### src/rtl/cp0_regs.sv
// MIPS coprocessor-0 register file: Status, Cause, EPC, BadVAddr and the Count/Compare timer.
// Exception commits and hardware interrupt sampling share the register state with MFC0/MTC0.
module cp0_regs #(
  parameter bit COUNT_HALF_RATE = 1'b1,
  parameter int TIMER_IP        = 7
) (
  input  logic        clk,
  input  logic        resetn,
  input  logic        mtc0_we,
  input  logic [4:0]  cp0_addr,
  input  logic [31:0] mtc0_wdata,
  output logic [31:0] mfc0_rdata,
  input  logic        exc_we,
  input  logic [4:0]  exc_code,
  input  logic [31:0] exc_epc,
  input  logic        exc_bd,
  input  logic        clear_exl,
  input  logic        badvaddr_we,
  input  logic [31:0] badvaddr_in,
  input  logic [5:0]  hw_int,
  output logic [31:0] epc_out,
  output logic        allow_int,
  output logic [7:0]  interrupt_flag,
  output logic        timer_int
);

  localparam logic [4:0] ADDR_BADVADDR = 5'd8;
  localparam logic [4:0] ADDR_COUNT    = 5'd9;
  localparam logic [4:0] ADDR_COMPARE  = 5'd11;
  localparam logic [4:0] ADDR_STATUS   = 5'd12;
  localparam logic [4:0] ADDR_CAUSE    = 5'd13;
  localparam logic [4:0] ADDR_EPC      = 5'd14;

  logic [31:0] badvaddr;
  logic [31:0] count;
  logic        count_phase;
  logic [31:0] compare;
  logic        compare_armed;
  logic [7:0]  status_im;
  logic        status_exl;
  logic        status_ie;
  logic        cause_bd;
  logic        cause_ti;
  logic [1:0]  cause_ip_sw;
  logic [5:0]  cause_ip_hw;
  logic [4:0]  cause_exc_code;
  logic [31:0] epc;

  logic        wr_badvaddr;
  logic        wr_count;
  logic        wr_compare;
  logic        wr_status;
  logic        wr_cause;
  logic        wr_epc;
  logic        count_tick;
  logic [7:0]  cause_ip;

  assign wr_badvaddr = mtc0_we && (cp0_addr == ADDR_BADVADDR);
  assign wr_count    = mtc0_we && (cp0_addr == ADDR_COUNT);
  assign wr_compare  = mtc0_we && (cp0_addr == ADDR_COMPARE);
  assign wr_status   = mtc0_we && (cp0_addr == ADDR_STATUS);
  assign wr_cause    = mtc0_we && (cp0_addr == ADDR_CAUSE);
  assign wr_epc      = mtc0_we && (cp0_addr == ADDR_EPC);

  assign count_tick = COUNT_HALF_RATE ? count_phase : 1'b1;

  always_ff @(posedge clk or negedge resetn) begin
    if (!resetn) begin
      count       <= '0;
      count_phase <= 1'b0;
    end else if (wr_count) begin
      count       <= mtc0_wdata;
      count_phase <= 1'b0;
    end else begin
      count_phase <= ~count_phase;
      if (count_tick) count <= count + 32'd1;
    end
  end

  // Timer match only counts once Compare has been programmed, so the 0 == 0 reset state never fires.
  always_ff @(posedge clk or negedge resetn) begin
    if (!resetn) begin
      compare       <= '0;
      compare_armed <= 1'b0;
      cause_ti      <= 1'b0;
    end else begin
      if (wr_compare) begin
        compare       <= mtc0_wdata;
        compare_armed <= 1'b1;
        cause_ti      <= 1'b0;
      end else if (compare_armed && (count == compare)) begin
        cause_ti      <= 1'b1;
      end
    end
  end

  always_ff @(posedge clk or negedge resetn) begin
    if (!resetn) begin
      status_im  <= '0;
      status_exl <= 1'b0;
      status_ie  <= 1'b0;
    end else begin
      if (wr_status) begin
        status_im <= mtc0_wdata[15:8];
        status_ie <= mtc0_wdata[0];
      end
      if (exc_we)         status_exl <= 1'b1;
      else if (clear_exl) status_exl <= 1'b0;
      else if (wr_status) status_exl <= mtc0_wdata[1];
    end
  end

  // Nested exceptions (EXL already set) keep the original EPC and BD.
  always_ff @(posedge clk or negedge resetn) begin
    if (!resetn) begin
      epc            <= '0;
      cause_bd       <= 1'b0;
      cause_exc_code <= '0;
    end else if (exc_we) begin
      cause_exc_code <= exc_code;
      if (!status_exl) begin
        epc      <= exc_bd ? (exc_epc - 32'd4) : exc_epc;
        cause_bd <= exc_bd;
      end
    end else if (wr_epc) begin
      epc <= mtc0_wdata;
    end
  end

  always_ff @(posedge clk or negedge resetn) begin
    if (!resetn) begin
      cause_ip_sw <= '0;
      cause_ip_hw <= '0;
      badvaddr    <= '0;
    end else begin
      cause_ip_hw <= hw_int;
      if (wr_cause)         cause_ip_sw <= mtc0_wdata[9:8];
      if (badvaddr_we)      badvaddr    <= badvaddr_in;
      else if (wr_badvaddr) badvaddr    <= mtc0_wdata;
    end
  end

  always_comb begin
    cause_ip           = {cause_ip_hw, cause_ip_sw};
    cause_ip[TIMER_IP] = cause_ip[TIMER_IP] | cause_ti;
  end

  always_comb begin
    mfc0_rdata = '0;
    case (cp0_addr)
      ADDR_BADVADDR: mfc0_rdata = badvaddr;
      ADDR_COUNT:    mfc0_rdata = count;
      ADDR_COMPARE:  mfc0_rdata = compare;
      ADDR_STATUS:   mfc0_rdata = {9'b0, 1'b1, 6'b0, status_im, 6'b0, status_exl, status_ie};
      ADDR_CAUSE:    mfc0_rdata = {cause_bd, cause_ti, 14'b0, cause_ip, 1'b0, cause_exc_code, 2'b0};
      ADDR_EPC:      mfc0_rdata = epc;
      default:       mfc0_rdata = '0;
    endcase
  end

  assign epc_out        = epc;
  assign allow_int      = status_ie & ~status_exl;
  assign interrupt_flag = cause_ip & status_im;
  assign timer_int      = cause_ti;

endmodule

### config.mk
export PLATFORM = sky130hd
export DESIGN_NAME = cp0_regs
export DESIGN_NICKNAME = d
export VERILOG_FILES = /design/src/rtl/cp0_regs.sv
export SDC_FILE = /design/constraint.sdc
export NUM_CORES = 1
export LEC_CHECK = 0
export BUFFER_PORTS_ARGS = -buffer_cell sky130_fd_sc_hd__buf_2
export CAP_MARGIN = 20
export CORE_ASPECT_RATIO = 1.5
export CORE_MARGIN = 2
export CORE_UTILIZATION = 40
export CTS_CLUSTER_SIZE = 20
export DETAILED_ROUTE_END_ITERATION = 16
export GPL_ROUTABILITY_DRIVEN = 0
export PLACE_DENSITY_LB_ADDON = 0.15
export SLEW_MARGIN = 20
export SYNTH_ARGS = -nofsm -noshare
export SYNTH_HDL_FRONTEND = slang
export SYNTH_SLANG_ARGS = --single-unit
### constraint.sdc
create_clock -name clk -period 3.5 [get_ports clk]
set_clock_uncertainty 0.1 [all_clocks]
set_input_delay 0.35 -clock clk [delete_from_list [all_inputs] [get_ports clk]]
set_output_delay 0.35 -clock clk [all_outputs]
set_load 0.02 [all_outputs]
Word level (Yosys, flattened, before mapping) --
Cells that the tools add are included.
Storage, ports and cells: bits in registers 155, input bits 119, output and inout port bits 74, logic and storage cells 58
Operators by class: add/subtract/negate cells 2, equal/unequal tests 8, mux-type cells 15, bitwise gates (word level) 5, reductions and logical operators 14
Operators by type and width (number):
- 2-to-1 mux 32 bit | 8
- one-hot mux 32 bit (6 select lines) | 1
- adder 32 x 1 -> 32 bit (second input constant) | 1
- == test 32 bit | 1
- subtractor 32 x 3 -> 32 bit (second input constant) | 1
- == test 5 x 4 -> 1 bit (second input constant) | 6
- bitwise AND 8 bit | 1
- nonzero test 2 bit | 4
- logical AND 1 bit | 7
- 2-to-1 mux 1 bit | 6
- AND reduction 2 bit | 2
- nonzero test 3 bit | 1
- inequality test 2 bit (second input constant) | 1
- NOT 1 bit | 2
- bitwise AND 1 bit | 1
- OR 1 bit | 1

Longest topological paths before layout --
Gate-level depths: netlist of the first run.
depth after elaboration 5, gate-level depth with buffers 7, mapped depth without buffers 7

Least setup slack after synthesis of the first run --
OpenSTA, ideal clock, no wires.
path type in2out, from input cp0_addr[4], to output mfc0_rdata[18], data arrival time 1825 ps, required time 3050 ps, slack 1225 ps, stages 6, buffers on the path 2, cells stage by stage or3b_2 > nor2_1 > clkbuf_1 > buf_1 > a22oi_1 > nand2_1
On the way: word-level cells in the longest chain between the ends 2, elaborated cells between the ends (all ways) 7, classes of those cells eq/ne (6); mux (1)
RTL lines:
- start: declaration | RTL line 10 | input logic [4:0] cp0_addr,
- == test 5 x 4 -> 1 bit | RTL line 150 | case (cp0_addr)
- one-hot mux 32 bit (6 select lines) (*) | RTL line 150
- end: declaration | RTL line 12 | output logic [31:0] mfc0_rdata,
Mark *: on every way between the ends. The rest lies on a longest branch, timed or not.

Worst setup path after layout of the first run --
from input cp0_addr[4], to output mfc0_rdata[13]
Same word-level chain as after synthesis.

==> results.md, run 1 <==
- Starting Density: 0.4096
- Largest net degree at the start of global routing: 92
- Final hold slack: 24.06 ps
- Startpoint Class: primary input
- Hold buffer count at CTS: 7
- Met3 wire length: 1.437 mm
- Reg clk slew, reported paths: 70 ps
- Core ar.: 0.02115 mm2
- CP peak stage delay: 500 ps
- Reg-to-reg startpoint: count[3]
- Clock Tree Root: clkbuf_16
- RSZ-0062 raised after global routing: no
- Drt first pass iters: 5
- Hold path startpoint: badvaddr_in[9]
- Design area: 0.01060 mm2
- Final Util: 0.5012
- Row Count: 65
- Io pins: 193
- Final hold viol count: 0
- Drt first-iter violations: 656
- Worst slew pin tran: 900.5 ps
- Cell mode on critical path: buf_2
- Synth Instances: 895
- Max-slew violations: 0
- Cell chain of the critical path: buf_2 > or3b_1 > nor2_2 > buf_4 > a22oi_1 > nand3_1 > buf_2
- Total Wirelength: 30.33 mm
- Share of cells above drive strength 1: 0.2889
- WP data arrival: 2050 ps
- Initial antenna violation count: 1
- Routed WL per cell: 22.50 um
- Slowest stage cell, crit path: or3b_1
- Number of global-route vias before repair: 7587
- Hold Path Stages: 3
- Sequential-to-total area share from yosys stat: 0.4478
- WS Path Type: primary input to primary output
- Worst reg2reg setup slack: 1190 ps
- Static Leak: 4.906 nW
- Via count: 7708
- # port buffers: 192
- Placed Area: 0.009897 mm2
- Post-synth EDFFs: 0
- First-pass GRT wire length: 44.86 mm
- Status: finished, final reports clean
- H-Tree Depth: 4
- Max VDD drop: 358.0 uV
- Critical Path RT: 3050 ps
- Max-Cap Viols: 0
- Hold path endpoint: badvaddr[9]
- Worst-path maximum fanout: 32
- Num CTS Buffers: 17
- Fin nets: 1188
- Worst reg2reg path depth: 5
- Syn Nets: 1016
- Total gr overflow: 0
- Setup TNS Final: 0 ps
- Crit path time final: 2502 ps
- CTS resizes: 0
- Clk Latency, worst-skew pair: 430 ps
- Final ANT Viol Nets: 0
- CP Capture Type: primary output
- PwrDens: 546.6 mW/mm2
- Yosys warnings: 0
- Die width: 124.1 um
- Fin crit share: 0.7148
- Highest Signal Layer: met5
- Relative slew margins: 0.3996
- HPWL after DPL: 22.51 mm
- Synth unique cells: 53
- Die area: 0.02287 mm2
- Sink count of the clock tree: 155
- Postcts setup bufs: 0
- Layout area overhead: 22.38%
- Inserted Diodes: 0
- Met2 WL: 16.46 mm
- Ys flop type: dfrtp_1
- Routed vias/inst: 5.718
- FF+latch count, synth: 155
- Chip height: 184.2 um
- Routed metal-1 wire length: 11.22 mm
- Setup violations, final: 0
- Fmax: 399.7 MHz
- Ys async rst share: 1.000
- Post-synthesis cell area: 0.008661 mm2
- CTS tree: done
- Avg Inst Size Synth: 9.677 um2
- Hold Path Class: primary input to register
- Reg2reg end: count[31]
- Max Root-Sink Buffers: 2
- Total GRT Usage: 0.2680
- DRC viols: 0
## placed cells by master (no fill, tap or decap), types with 5 or more instances in the layout
master and n:
a21o_1 6, a21oi_1 41, a222oi_1 5, a22oi_1 71
and2_1 7, buf_2 190, buf_4 17, clkbuf_16 17
dfrtp_1 155, dlygate4sd3_1 7, inv_1 9, mux2_2 51
mux2i_1 46, nand2_1 98, nand3_1 28, nand4_1 17
nor2_1 48, nor2_2 6, nor3_1 15, nor3b_1 5
nor4_1 14, o21ai_0 61, or3_1 5, or4_1 6
xnor2_1 69, xor2_1 17
## flip-flops by register name, indices dropped and copies added (netlist names)
signal / flops
badvaddr: 32
cause_bd: 1
cause_exc_code: 5
cause_ip_hw: 6
cause_ip_sw: 2
compare: 32
compare_armed: 1
count: 32
count_phase: 1
epc_out: 32
status_exl: 1
status_ie: 1
status_im: 8
timer_int: 1
## per-stage QoR
stage / cells / power (mW) / setup WS (ps)
5_1_grt: 1348 / 6.051 / 915.1
3_5_place_dp: 1309 / 3.835 / 911.8
4_1_cts: 1348 / 5.825 / 991.5
2_1_floorplan: 895 / 3.279 / 1225
3_3_place_gp: 1309 / 3.816 / 954.6
6_report: 1348 / 5.793 / 998.3
## Yosys cell counts (all sizes together) (11+ instances only)
cell | count | share of area
nor4 | 18 | 0.015
clkbuf | 53 | 0.023
nor3 | 15 | 0.0087
nand4 | 17 | 0.012
a22oi | 71 | 0.062
o21ai | 61 | 0.035
mux2i | 46 | 0.053
mux2 | 51 | 0.066
nand2 | 100 | 0.043
xor2 | 17 | 0.017
xnor2 | 69 | 0.070
nand3 | 28 | 0.016
a21oi | 41 | 0.024
nor2 | 54 | 0.024
buf | 11 | 0.0066
dfrtp | 155 | 0.45
## area by class of cell
cell class	instances	area [um2]
Inverter	9	33.78
Multi-Input combinational cell	667	4522
Fill cell	2059	10550
Sequential cell	155	3879
Timing Repair Buffer	217	1200
Clock buffer	22	464.2
Clock inverter	10	165.2
Tap cell	268	335.3
## power breakdown
part           switching [mW]  total (mW)  internal, mW
logic                   0.653        1.23         0.578
clock network           0.743        1.98          1.23
registers               0.459        2.59          2.13
total                    1.86        5.79          3.94
## per-layer routing
metal / vias up / GRT usage
li1: 3571 / -
met1: 3795 / 0.3021
met2: 285 / 0.4866
met3: 55 / 0.04672
met4: 2 / 0.1146
met5: - / 0
## critical path, delay by kind of cell
family,cells,cell delay (ps)
and+or+nand+nor,3,780
buffers and inverters,3,710
AOI/OAI and AO/OA,1,200
## cells by family after synthesis
kind of cell               share of synthesized area
muxes                                         0.1195
xor gates and xnor gates                     0.08697
AOI/OAI and AO/OA                             0.1472
DFF                                           0.4478
adders and majority gates                   0.002889
and+or+nand+nor                               0.1618
buffers and inverters                        0.03380
## worst max-delay path by stage
stage	from	endpoint	slack, ps
final	cp0_addr[4]	mfc0_rdata[13]	1000
after global routing	cp0_addr[1]	mfc0_rdata[31]	920
after CTS	cp0_addr[4]	mfc0_rdata[13]	990
after detailed placement	exc_epc[8]	epc_out[29]	910
after global placement	exc_epc[8]	epc_out[17]	950
after floorplan	cp0_addr[4]	mfc0_rdata[18]	1220
Note: power is estimated with default switching activity, not from simulation.
==> inputs of run 2 (changes only) <==
==> constraint.sdc (replaced) <==
create_clock -name clk -period 2.35 [get_ports clk]
set_clock_uncertainty 0.1 [all_clocks]
set_input_delay 0.235 -clock clk [delete_from_list [all_inputs] [get_ports clk]]
set_output_delay 0.235 -clock clk [all_outputs]
set_load 0.02 [all_outputs]
==> run 2 against run 1 <==
  * Via count grew 3.9%
  * Die area is the same
  * Non-clock buffer count grew 75
  * First-iteration DRC count shrank 17%
  * Sequential share of layout area shrank 2.3 points
  * Sequential cell count is the same
  * Combinational power grew 69%
  * Critical path type is now register to register
  * Critical endpoint is now count[30]
  * Largest cell class unchanged
==> results.md, run 2 (synthesis results as in run 1) <==
- Setup violations, final: 0
- RSZ-0062 raised after global routing: no
- CP delay by family, top: simple AND/OR/NAND/NOR gates
- Via count: 8008
- Core ar.: 0.02115 mm2
- P_int: 5.877 mW
- Clk Latency, worst-skew pair: 430 ps
- WP data arrival: 2370 ps
- Max-slew violations: 0
- Relative slew margins: 0.6357
- Hold path startpoint: badvaddr_in[15]
- Worst reg2reg path depth: 6
- Sink count of the clock tree: 155
- Chip height: 184.2 um
- Final ANT Viol Nets: 0
- CTS resizes: 0
- Max Root-Sink Buffers: 2
- Psw: 2.852 mW
- Hold path endpoint: badvaddr[15]
- Num CTS Buffers: 17
- Reg2reg end: count[30]
- Placed insts: 1344
- Final Util: 0.5352
- Worst-path maximum fanout: 7
- Clock network fraction of total power: 0.330
- Row Count: 65
- WS Path Type: register to register
- Layout area overhead: 30.67%
- HPWL after DPL: 22.84 mm
- PwrDens: 771.3 mW/mm2
- Combinational Power Share: 0.238
- Setup TNS Final: 0 ps
- Sequential power share: 0.432
- Status: finished, final reports clean
- Die area: 0.02287 mm2
- First-pass GRT wire length: 46.26 mm
- Filler cells: 2012
- Starting Density: 0.4096
- Final hold viol count: 0
- DRC viols: 0
- Cell chain of the critical path: ha_1 > nand3_1 > or3_1 > nor4_1 > xnor2_1 > a21oi_1
- Reg-to-reg startpoint: count[0]
- Share of cells above drive strength 1: 0.3013
- Fin nets: 1263
- Fin crit share: 0.9249
- # port buffers: 192
- FF/Latch Area: 0.003879 mm2
- Commonest non-fill, non-tap cell in the layout: buf_2
- H-Tree Depth: 4
- Startpoint Class: register
- Drt first-iter violations: 545
- Initial antenna violation count: 1
- Most frequent cells in the layout: buf_2, dfrtp_1, nand2_1, a22oi_1, xnor2_1
- CP peak stage delay: 540 ps
- Total GRT Usage: 0.2740
- Max-Cap Viols: 0
- CP Depth: 6
- Number of global-route vias before repair: 8072
- Slowest stage cell, crit path: or3_1
- Routed WL per cell: 21.45 um
- Filler-free cell count of the finished design: 1423
- Inserted Diodes: 0
- Crit path time final: 2173 ps
- Total gr overflow: 0
- Hold Path Class: primary input to register
- Total Wirelength: 30.52 mm
- Worst slew pin tran: 546.4 ps
- Critical Path RT: 2550 ps
- Largest net degree at the start of global routing: 56
- Die width: 124.1 um
- CP bufs+invs: 0
- Hold Path Stages: 3
- Footprint of the multi-input gates: 0.004522 mm2
- Reg clk slew, reported paths: 60 ps
- Static Leak: 5.254 nW
- Routed vias/inst: 5.628
- Fmax: 460.1 MHz
- Drt first pass iters: 5
- Worst reg2reg setup slack: 180 ps
- Max VDD drop: 522.9 uV
- Clock Tree Root: clkbuf_16
- CTS tree: done
- Io pins: 193
- Net Sw Frac: 0.3267
- CP Capture Type: register
==> run 2: per-layer routing <==
metal,global-route usage,part of all wire
met5,0,0.00023
met4,0.1479,0.056
met3,0.04053,0.054
met2,0.4748,0.52
met1,0.3205,0.37
==> run 2: worst max path at each step <==
stage	endpoint	start	slack, ps
6_report	count[30]	count[0]	180
5_1_grt	count[30]	count[0]	30
4_1_cts	count[30]	count[0]	200
3_5_place_dp	epc_out[26]	exc_epc[24]	110
3_3_place_gp	epc_out[26]	exc_epc[24]	120
2_1_floorplan	epc_out[21]	exc_epc[20]	280
==> run 2: worst reg2reg max path, cell delays in order (launching register included) <==
cell	delay, ps
dfrtp_1	440
ha_1	220
nand3_1	130
or3_1	540
nor4_1	390
xnor2_1	160
a21oi_1	80
==> run 2: cell type report <==
class / instances / share of cell area
Inverter: 9 / 0.002985
Multi-Input combinational cell: 667 / 0.3996
Clock buffer: 20 / 0.03947
Sequential cell: 155 / 0.3427
Tap cell: 268 / 0.02963
Timing Repair Buffer: 292 / 0.1710
Clock inverter: 12 / 0.01459
==> run 2: metrics by stage <==
stage / setup WS, ps / hold WS (ps) / total power [mW] / cell area [um2]
2_1_floorplan: 283.1 / -160.6 / 4.883 / 8661
3_3_place_gp: 120.7 / 147.0 / 5.793 / 10230
3_5_place_dp: 106.7 / 144.4 / 5.825 / 10230
4_1_cts: 195.1 / 1.325 / 8.758 / 11320
5_1_grt: 27.49 / 13.27 / 9.152 / 11320
6_report: 176.6 / 9.311 / 8.729 / 11320
==> run 2: power by group through the flow <==
stage               clock network [mW]  logic [mW]  registers [mW]
CTS                               2.91        2.09            3.76
global route                      3.03        2.29            3.83
finish                            2.88        2.08            3.77
floorplan                            0        1.19            3.69
detailed placement                   0        2.02            3.81
global placement                     0        1.99            3.80
==> run 2: what timing repair did <==
action | in CTS | in global routing
buffers inserted | 0 | 0
endpoints found under the hold margin | 98 | 0
hold buffers | 47 | 0
